### src/rtl/ccip_rd_client_mux_if.sv
// Bus bundle for ccip_rd_client_mux: the client-side c0 read request/response
// signals and the FIU-side (MPF "afu" port) read request/response signals.
//
// Handshake: a client request is transferred in a cycle where
// cl_rd_valid[i] & cl_rd_ready[i] are both 1. cl_rd_ready is a combinational
// one-hot grant and never depends on a client's own ready. The FIU side has
// no ready: fiu_rd_valid and fiu_rsp_valid are single-cycle pulses, and
// fiu_almfull is the only back-pressure signal.
//
// slave  : the mux itself
// master : the environment driving clients and modelling MPF
interface ccip_rd_client_mux_if #(
  parameter int N_CLIENTS = 4,
  parameter int ADDR_W    = 42,
  parameter int MDATA_W   = 16,
  parameter int DATA_W    = 512
) ();
  localparam int TAG_W   = $clog2(N_CLIENTS);
  localparam int CL_MD_W = MDATA_W - TAG_W;

  // client request side
  logic [N_CLIENTS-1:0]         cl_rd_valid;
  logic [N_CLIENTS*ADDR_W-1:0]  cl_rd_addr;
  logic [N_CLIENTS*CL_MD_W-1:0] cl_rd_mdata;
  logic [N_CLIENTS-1:0]         cl_rd_ready;

  // FIU request side
  logic                         fiu_rd_valid;
  logic [ADDR_W-1:0]            fiu_rd_addr;
  logic [MDATA_W-1:0]           fiu_rd_mdata;
  logic                         fiu_almfull;

  // FIU response side
  logic                         fiu_rsp_valid;
  logic [MDATA_W-1:0]           fiu_rsp_mdata;
  logic [DATA_W-1:0]            fiu_rsp_data;

  // client response side
  logic [N_CLIENTS-1:0]         cl_rsp_valid;
  logic [CL_MD_W-1:0]           cl_rsp_mdata;
  logic [DATA_W-1:0]            cl_rsp_data;

  modport slave (
    input  cl_rd_valid, cl_rd_addr, cl_rd_mdata,
    output cl_rd_ready,
    output fiu_rd_valid, fiu_rd_addr, fiu_rd_mdata,
    input  fiu_almfull,
    input  fiu_rsp_valid, fiu_rsp_mdata, fiu_rsp_data,
    output cl_rsp_valid, cl_rsp_mdata, cl_rsp_data
  );

  modport master (
    output cl_rd_valid, cl_rd_addr, cl_rd_mdata,
    input  cl_rd_ready,
    input  fiu_rd_valid, fiu_rd_addr, fiu_rd_mdata,
    output fiu_almfull,
    output fiu_rsp_valid, fiu_rsp_mdata, fiu_rsp_data,
    input  cl_rsp_valid, cl_rsp_mdata, cl_rsp_data
  );
endinterface

### src/rtl/ccip_rd_client_mux.sv
// ccip_rd_client_mux: N-client round-robin mux for CCI-P c0 read requests.
// Tags the top mdata bits with the client index, enforces per-client
// outstanding-read credits, routes responses back by tag, and offers a drain
// FSM (RUN -> DRAIN -> DRAINED) for quiescing before reset/PR.
//
// Optional feature macro: CCIP_RD_MUX_STATS_EN adds stat_grants and
// stat_almfull_cyc counters. Default build (macro undefined) omits them.
module ccip_rd_client_mux #(
  parameter int N_CLIENTS = 4,
  parameter int ADDR_W    = 42,
  parameter int MDATA_W   = 16,
  parameter int DATA_W    = 512,
  parameter int MAX_OUT   = 32
) (
  input  logic                   pClk,
  input  logic                   SoftReset_n,
  ccip_rd_client_mux_if.slave    bus,
  input  logic                   drain_req,
  output logic                   drain_done,
  output logic                   err_sticky,
`ifdef CCIP_RD_MUX_STATS_EN
  output logic [N_CLIENTS*32-1:0] stat_grants,
  output logic [31:0]             stat_almfull_cyc,
`endif
  output logic [1:0]             fsm_state
);
  localparam int TAG_W   = $clog2(N_CLIENTS);
  localparam int CL_MD_W = MDATA_W - TAG_W;
  localparam int CNT_W   = $clog2(MAX_OUT + 1);
  localparam logic [CNT_W-1:0] MAX_CNT = CNT_W'(MAX_OUT);
  localparam logic [TAG_W-1:0] LAST_IDX = TAG_W'(N_CLIENTS - 1);

  typedef enum logic [1:0] {
    RUN     = 2'd0,
    DRAIN   = 2'd1,
    DRAINED = 2'd2
  } state_t;

  state_t               state, state_nxt;
  logic [TAG_W-1:0]     rr_ptr;
  logic [CNT_W-1:0]     cnt [N_CLIENTS];
  logic [N_CLIENTS-1:0] eligible;
  logic [N_CLIENTS-1:0] grant_vec;
  logic [TAG_W-1:0]     grant_idx;
  logic                 grant_any;
  logic                 accept;
  logic [N_CLIENTS-1:0] inc_vec;
  logic [N_CLIENTS-1:0] dec_vec;
  logic [TAG_W-1:0]     rsp_tag;
  logic                 tag_ok;
  logic                 rsp_hit;
  logic                 all_zero;

  assign fsm_state  = state;
  assign drain_done = (state == DRAINED);

  assign rsp_tag = bus.fiu_rsp_mdata[MDATA_W-1 -: TAG_W];

  // With a power-of-two client count every tag value names a real client.
  generate
    if ((2 ** TAG_W) == N_CLIENTS) begin : g_tag_full
      assign tag_ok = 1'b1;
    end else begin : g_tag_partial
      assign tag_ok = (rsp_tag < TAG_W'(N_CLIENTS));
    end
  endgenerate

  assign rsp_hit = bus.fiu_rsp_valid & tag_ok;

  // Eligibility per client and the all-credits-returned condition for draining.
  always_comb begin
    eligible = '0;
    all_zero = 1'b1;
    for (int i = 0; i < N_CLIENTS; i++) begin
      eligible[i] = bus.cl_rd_valid[i] & (cnt[i] < MAX_CNT) &
                    ~bus.fiu_almfull & (state == RUN);
      if (cnt[i] != '0) all_zero = 1'b0;
    end
  end

  // Round-robin search: first eligible client at or after rr_ptr, wrapping.
  always_comb begin
    int idx;
    grant_any = 1'b0;
    grant_idx = '0;
    idx       = 0;
    for (int k = 0; k < N_CLIENTS; k++) begin
      idx = int'(rr_ptr) + k;
      if (idx >= N_CLIENTS) idx = idx - N_CLIENTS;
      if (!grant_any && eligible[idx]) begin
        grant_any = 1'b1;
        grant_idx = TAG_W'(idx);
      end
    end
  end

  // One-hot grant; forced low while reset is asserted so every output reads 0.
  always_comb begin
    grant_vec = '0;
    if (grant_any && SoftReset_n) grant_vec[grant_idx] = 1'b1;
  end

  assign bus.cl_rd_ready = grant_vec;
  assign accept          = |grant_vec;

  // Per-client credit increment (accept) and decrement (routed response).
  always_comb begin
    inc_vec = grant_vec;
    dec_vec = '0;
    if (rsp_hit) dec_vec[rsp_tag] = 1'b1;
  end

  // Round-robin pointer advances past the accepted client only.
  always_ff @(posedge pClk or negedge SoftReset_n) begin
    if (!SoftReset_n) begin
      rr_ptr <= '0;
    end else if (accept) begin
      rr_ptr <= (grant_idx == LAST_IDX) ? '0 : grant_idx + TAG_W'(1);
    end
  end

  // Registered FIU request; address/mdata hold when nothing is accepted.
  always_ff @(posedge pClk or negedge SoftReset_n) begin
    if (!SoftReset_n) begin
      bus.fiu_rd_valid <= 1'b0;
      bus.fiu_rd_addr  <= '0;
      bus.fiu_rd_mdata <= '0;
    end else begin
      bus.fiu_rd_valid <= accept;
      if (accept) begin
        bus.fiu_rd_addr  <= bus.cl_rd_addr[grant_idx*ADDR_W +: ADDR_W];
        bus.fiu_rd_mdata <= {grant_idx, bus.cl_rd_mdata[grant_idx*CL_MD_W +: CL_MD_W]};
      end
    end
  end

  // Registered response routing; mdata/data are shared and load on a routed response.
  always_ff @(posedge pClk or negedge SoftReset_n) begin
    if (!SoftReset_n) begin
      bus.cl_rsp_valid <= '0;
      bus.cl_rsp_mdata <= '0;
      bus.cl_rsp_data  <= '0;
    end else begin
      bus.cl_rsp_valid <= dec_vec;
      if (rsp_hit) begin
        bus.cl_rsp_mdata <= bus.fiu_rsp_mdata[CL_MD_W-1:0];
        bus.cl_rsp_data  <= bus.fiu_rsp_data;
      end
    end
  end

  // Credit counters and sticky error (bad tag, or response with no credit out).
  always_ff @(posedge pClk or negedge SoftReset_n) begin
    if (!SoftReset_n) begin
      for (int i = 0; i < N_CLIENTS; i++) cnt[i] <= '0;
      err_sticky <= 1'b0;
    end else begin
      if (bus.fiu_rsp_valid && !tag_ok) err_sticky <= 1'b1;
      for (int i = 0; i < N_CLIENTS; i++) begin
        if (inc_vec[i] && !dec_vec[i]) begin
          cnt[i] <= cnt[i] + CNT_W'(1);
        end else if (dec_vec[i] && !inc_vec[i]) begin
          if (cnt[i] == '0) err_sticky <= 1'b1;
          else              cnt[i] <= cnt[i] - CNT_W'(1);
        end
      end
    end
  end

  // Drain FSM state register.
  always_ff @(posedge pClk or negedge SoftReset_n) begin
    if (!SoftReset_n) state <= RUN;
    else              state <= state_nxt;
  end

  // Drain FSM next state; a dropped drain_req wins over completion in DRAIN.
  always_comb begin
    state_nxt = state;
    case (state)
      RUN:     if (drain_req) state_nxt = DRAIN;
      DRAIN: begin
        if (!drain_req)    state_nxt = RUN;
        else if (all_zero) state_nxt = DRAINED;
      end
      DRAINED: if (!drain_req) state_nxt = RUN;
      default: state_nxt = RUN;
    endcase
  end

`ifdef CCIP_RD_MUX_STATS_EN
  // Free-running statistics counters, wrapping at 2^32.
  always_ff @(posedge pClk or negedge SoftReset_n) begin
    if (!SoftReset_n) begin
      stat_grants      <= '0;
      stat_almfull_cyc <= '0;
    end else begin
      for (int i = 0; i < N_CLIENTS; i++) begin
        if (inc_vec[i]) stat_grants[i*32 +: 32] <= stat_grants[i*32 +: 32] + 32'd1;
      end
      if ((|bus.cl_rd_valid) && bus.fiu_almfull) stat_almfull_cyc <= stat_almfull_cyc + 32'd1;
    end
  end
`endif

endmodule

### src/flat_wrapper.sv
// flat-port wrapper written by rule: the top's interface ports become plain ports
module ccip_rd_client_mux_flat 
#(
  parameter int N_CLIENTS = 4,
  parameter int ADDR_W    = 42,
  parameter int MDATA_W   = 16,
  parameter int DATA_W    = 512,
  parameter int MAX_OUT   = 32
)
  (pClk, SoftReset_n, drain_req, drain_done, err_sticky, fsm_state, bus_cl_rd_valid, bus_cl_rd_addr, bus_cl_rd_mdata, bus_cl_rd_ready, bus_fiu_rd_valid, bus_fiu_rd_addr, bus_fiu_rd_mdata, bus_fiu_almfull, bus_fiu_rsp_valid, bus_fiu_rsp_mdata, bus_fiu_rsp_data, bus_cl_rsp_valid, bus_cl_rsp_mdata, bus_cl_rsp_data);
  ccip_rd_client_mux_if #(.N_CLIENTS(N_CLIENTS), .ADDR_W(ADDR_W), .MDATA_W(MDATA_W), .DATA_W(DATA_W)) bus_i ();
  input  logic pClk;
  input  logic SoftReset_n;
  input  logic drain_req;
  output logic drain_done;
  output logic err_sticky;
  output logic [1:0] fsm_state;
  input wire logic [$bits(bus_i.cl_rd_valid)-1:0] bus_cl_rd_valid;
  input wire logic [$bits(bus_i.cl_rd_addr)-1:0] bus_cl_rd_addr;
  input wire logic [$bits(bus_i.cl_rd_mdata)-1:0] bus_cl_rd_mdata;
  output wire logic [$bits(bus_i.cl_rd_ready)-1:0] bus_cl_rd_ready;
  output wire logic [$bits(bus_i.fiu_rd_valid)-1:0] bus_fiu_rd_valid;
  output wire logic [$bits(bus_i.fiu_rd_addr)-1:0] bus_fiu_rd_addr;
  output wire logic [$bits(bus_i.fiu_rd_mdata)-1:0] bus_fiu_rd_mdata;
  input wire logic [$bits(bus_i.fiu_almfull)-1:0] bus_fiu_almfull;
  input wire logic [$bits(bus_i.fiu_rsp_valid)-1:0] bus_fiu_rsp_valid;
  input wire logic [$bits(bus_i.fiu_rsp_mdata)-1:0] bus_fiu_rsp_mdata;
  input wire logic [$bits(bus_i.fiu_rsp_data)-1:0] bus_fiu_rsp_data;
  output wire logic [$bits(bus_i.cl_rsp_valid)-1:0] bus_cl_rsp_valid;
  output wire logic [$bits(bus_i.cl_rsp_mdata)-1:0] bus_cl_rsp_mdata;
  output wire logic [$bits(bus_i.cl_rsp_data)-1:0] bus_cl_rsp_data;
  assign bus_i.cl_rd_valid = bus_cl_rd_valid;
  assign bus_i.cl_rd_addr = bus_cl_rd_addr;
  assign bus_i.cl_rd_mdata = bus_cl_rd_mdata;
  assign bus_cl_rd_ready = bus_i.cl_rd_ready;
  assign bus_fiu_rd_valid = bus_i.fiu_rd_valid;
  assign bus_fiu_rd_addr = bus_i.fiu_rd_addr;
  assign bus_fiu_rd_mdata = bus_i.fiu_rd_mdata;
  assign bus_i.fiu_almfull = bus_fiu_almfull;
  assign bus_i.fiu_rsp_valid = bus_fiu_rsp_valid;
  assign bus_i.fiu_rsp_mdata = bus_fiu_rsp_mdata;
  assign bus_i.fiu_rsp_data = bus_fiu_rsp_data;
  assign bus_cl_rsp_valid = bus_i.cl_rsp_valid;
  assign bus_cl_rsp_mdata = bus_i.cl_rsp_mdata;
  assign bus_cl_rsp_data = bus_i.cl_rsp_data;
  ccip_rd_client_mux #(.N_CLIENTS(N_CLIENTS), .ADDR_W(ADDR_W), .MDATA_W(MDATA_W), .DATA_W(DATA_W), .MAX_OUT(MAX_OUT)) u_core (.pClk(pClk), .SoftReset_n(SoftReset_n), .bus(bus_i), .drain_req(drain_req), .drain_done(drain_done), .err_sticky(err_sticky), .fsm_state(fsm_state));
endmodule
### config.mk
export PLATFORM = sky130hd
export DESIGN_NAME = ccip_rd_client_mux_flat
export DESIGN_NICKNAME = d
export VERILOG_FILES = /design/src/rtl/ccip_rd_client_mux_if.sv /design/src/rtl/ccip_rd_client_mux.sv /design/src/flat_wrapper.sv
export SDC_FILE = /design/constraint.sdc
export NUM_CORES = 1
export LEC_CHECK = 0
export ABC_AREA = 0
export CAP_MARGIN = 20
export CORE_AREA = 4 4 525 527
export CTS_CLUSTER_DIAMETER = 60
export DETAILED_ROUTE_END_ITERATION = 10
export DIE_AREA = 0 0 529 531
export PLACE_DENSITY = 0.36
export SLEW_MARGIN = 20
export SYNTH_ARGS = -nofsm -noshare
export SYNTH_HDL_FRONTEND = slang
export SYNTH_SLANG_ARGS = --single-unit
### constraint.sdc
create_clock -name pClk -period 4.68 [get_ports pClk]
set_input_delay 0.468 -clock pClk [delete_from_list [all_inputs] [get_ports pClk]]
set_output_delay 0.468 -clock pClk [all_outputs]
set_load 0.02 [all_outputs]
==> metrics.md <==
| Metric | Value |
|---|---|
| Top_reg_cell synth | dfrtp_1 |
| Dpl ws | 0.5272 ns |
| Worst Max-Slew Pin Slew | 1.089 ns |
| Final Hold Vio Count | 0 |
| Synthesized area | 26090 um^2 |
| Drt first-iter violations | 848 |
| Skew-Pair Late Insertion Delay | 0.79 ns |
| Largest net degree at the start of global routing | 130 |
| Power per Cell Area | 452.8 nW/um^2 |
| # DRC | 0 |
| Die Y | 531 um |
| Average wire per standard cell | 26.28 um |
| Avg Cell Area, Syn | 14.76 um^2 |
| Max_slew headroom | 27.42% |
| Worst-case clock buffer depth | 4 |
| Fraction of layout cells with a size suffix above 1 | 24.89% |
| Via count | 21714 |
| Multiplexer share of the synthesized area | 25.18% |
| Core region area | 270500 um^2 |
| Post-synthesis cell count | 1767 |
| Unrepaired setup endpoints after global routing | false |
| Min cycle time layout | 3.658 ns |
| Maximum VDD drop | 0.2771 mV |
| Crit. End Element | primary output |
| Final nets | 3948 |
| Reg clk slew, reported paths | 0.05 ns |
| DRT Pass-1 Iters | 4 |
| Yosys reg bits | 618 |
| MaxCap Viol Count | 0 |
| CP arrival | 3.19 ns |
| Layout Utilization | 17.76% |
| Slew Viols, Final | 0 |
| Initial antenna violation count | 98 |
| Crit start category | register |
| Port bufs | 1357 |
| Period utilization | 78.17% |
| Worst endpoint required time | 4.21 ns |
| Post-route ant nets | 0 |
| Vias in the first global route | 23818 |
| P_leak | 18.03 nW |
| Worst Hold Class | input pin to register |
| Cell Rows | 191 |
| Largest family of logic cells by synthesized area | multiplexers |
| Synth Area in Compound Gates | 8.115% |
| Min Hold Slack | 0.1730 ns |
| Setup Skew | 0.03725 ns |
| GRT overflow | 0 |
| Num CTS Buffers | 113 |
| Max Freq | 273.3 MHz |
| Starting Density | 9.643% |
| GPL Wtd Cong | 0.8542 |
| Cell variety after synth | 60 |
| Post-synth EDFFs | 0 |
| WS Path Type | register to primary output |
| Ys async rst share | 100.0% |
| Final setup viols | 0 |
| Post-synth net total | 2560 |
| Root Driver | clkbuf_16 |
| Final WS setup | 1.022 ns |
| Number of I/O pins | 1358 |
| Setup tns final | 0 ns |
| DP Wirelength | 146.6 mm |
| Seq/Total Area, Yosys | 59.28% |
| Post CTS Setup Buffer Count | 0 |
| Die area | 280900 um^2 |
| DR vias/cell | 3.178 |
| Die span in x | 529 um |
| Status | complete, no violations |
| Post_cts resized | 0 |
| Area grow syn2layout | 84.14% |
| Synth Area in XOR/XNOR | 0.6715% |
| Post-synthesis adder-cell area fraction | 1.650% |
| Total track usage | 12.22% |
| Simple-gate share of the synthesized area | 2.729% |
| H-tree Lvls | 3 |
| Routed WL | 179.6 mm |
| First-pass GRT wire length | 232.6 mm |
| Clock sink count | 618 |
| CTS tree | done |
| CP max FO | 6 |
| Synth Warn # | 0 |
[synth_stat cells (all sizes together) (8+ instances only)]
cell | instances | share of area [%]
a2111oi | 51 | 2.4
a211oi | 55 | 1.6
a21o | 9 | 0.26
a21oi | 12 | 0.23
buf | 32 | 0.86
clkbuf | 84 | 1.2
dfrtp | 618 | 59
ha | 28 | 1.3
inv | 20 | 0.29
mux2 | 530 | 23
mux2i | 60 | 2.3
nand2 | 28 | 0.43
nand3 | 8 | 0.15
nor2 | 68 | 1.0
o2111a | 55 | 2.4
o21ai | 26 | 0.50
xnor2 | 12 | 0.40
xor2 | 8 | 0.27
[flip-flops by register name, indices dropped and copies added (netlist names)]
name / flops
u_core.bus.cl_rsp_mdata: 14
u_core.rr_ptr: 2
u_core.cnt: 24
u_core.bus.fiu_rd_valid: 1
u_core.err_sticky: 1
u_core.bus.cl_rsp_data: 512
u_core.fsm_state: 2
u_core.bus.fiu_rd_addr: 42
u_core.bus.cl_rsp_valid: 4
u_core.bus.fiu_rd_mdata: 16
[logic make-up after synthesis]
| family | count (synthesis) |
|---|---|
| compound gates | 228 |
| xor+xnor | 20 |
| fa+ha+maj | 32 |
| buf+inv | 136 |
| flops | 618 |
| mux | 590 |
| simple gates | 143 |
[worst paths after layout]
path,startpoint,end,slack [ns],depth (start not counted)
setup / recovery,u_core.cnt[17]$_DFFE_PN0P_,bus_cl_rd_ready[0],1.02,7
hold / removal,bus_fiu_rsp_valid,u_core.bus.cl_rsp_data[349]$_DFFE_PN0P_,0.17,2
setup reg to reg,u_core.cnt[17]$_DFFE_PN0P_,u_core.bus.fiu_rd_mdata[8]$_DFFE_PN0P_,1.05,12
hold reg to reg,u_core.bus.fiu_rd_mdata[14]$_DFFE_PN0P_,u_core.bus.fiu_rd_mdata[14]$_DFFE_PN0P_,0.49,1
max in group asynchronous,SoftReset_n,u_core.bus.cl_rsp_data[484]$_DFFE_PN0P_,2.13,5
min in group asynchronous,SoftReset_n,u_core.bus.cl_rsp_data[145]$_DFFE_PN0P_,0.42,3
[routing by layer]
metal / up-vias / part of all wire [%] / track usage, %
met5: - / 0.14 / 0
met4: 36 / 2.9 / 3.477
met3: 308 / 11 / 5.482
met2: 1171 / 50 / 21.98
met1: 10834 / 36 / 12.79
li1: 9365 / - / -
[metrics by stage]
step | area [um^2] | power, mW | std cells
2_1_floorplan | 26090 | 9.409 | 1767
3_3_place_gp | 43970 | 13.00 | 6609
3_5_place_dp | 43970 | 12.99 | 6609
4_1_cts | 48000 | 22.27 | 6816
5_1_grt | 48010 | 22.80 | 6821
6_report | 48040 | 21.75 | 6832
[critical path, stage by stage, from the launching register on]
cell and delay, ns:
dfrtp_1 0.45, or3b_1 0.42, and2_2 0.23, o211ai_4 0.11
ha_1 0.21, nand2_1 0.11, inv_1 0.11, clkdlybuf4s50_1 0.75
[cells in the final DEF, fill, tap and decap left out, types with 7 or more instances in the layout]
cell type	n
clkbuf_1	14
xor2_1	8
clkinvlp_4	15
a21o_1	9
ha_1	28
clkinv_4	10
diode_2	16
clkbuf_16	113
inv_1	18
o21ai_0	25
mux2_2	530
buf_4	26
nand2_1	27
clkdlybuf4s50_1	1352
buf_12	8
mux2i_1	60
o2111a_1	55
clkbuf_8	18
a2111oi_0	20
a211oi_1	55
clkinv_2	9
a21oi_1	12
nand3_1	7
nor2_1	67
xnor2_1	12
inv_6	8
bufinv_16	18
dfrtp_1	618
a2111oi_2	28
[power breakdown]
part / total [mW] / internal [mW] / switching, mW
clock: 8.96 / 5.72 / 3.24
combinational: 6.01 / 2.76 / 3.25
sequential: 6.77 / 6.17 / 0.605
total: 21.7 / 14.6 / 7.10
[repair_timing]
| item | CTS | global route |
|---|---|---|
| hold buffers | 1 | 0 |
| endpoints found under the setup margin | 0 | 0 |
| hold endpoints to repair | 161 | 0 |
[layout make-up]
| type | count | area, um^2 |
|---|---|---|
| sequential | 618 | 15460 |
| antenna | 16 | 40.04 |
| clock buffer | 145 | 3128 |
| multi-input combinational | 1013 | 10040 |
| fill | 29647 | 222500 |
| timing repair buffer | 1389 | 13930 |
| tap | 3570 | 4467 |
| inverter | 20 | 76.32 |
| clock inverter | 61 | 890.9 |
No activity file was read; power rests on OpenSTA's default activity.
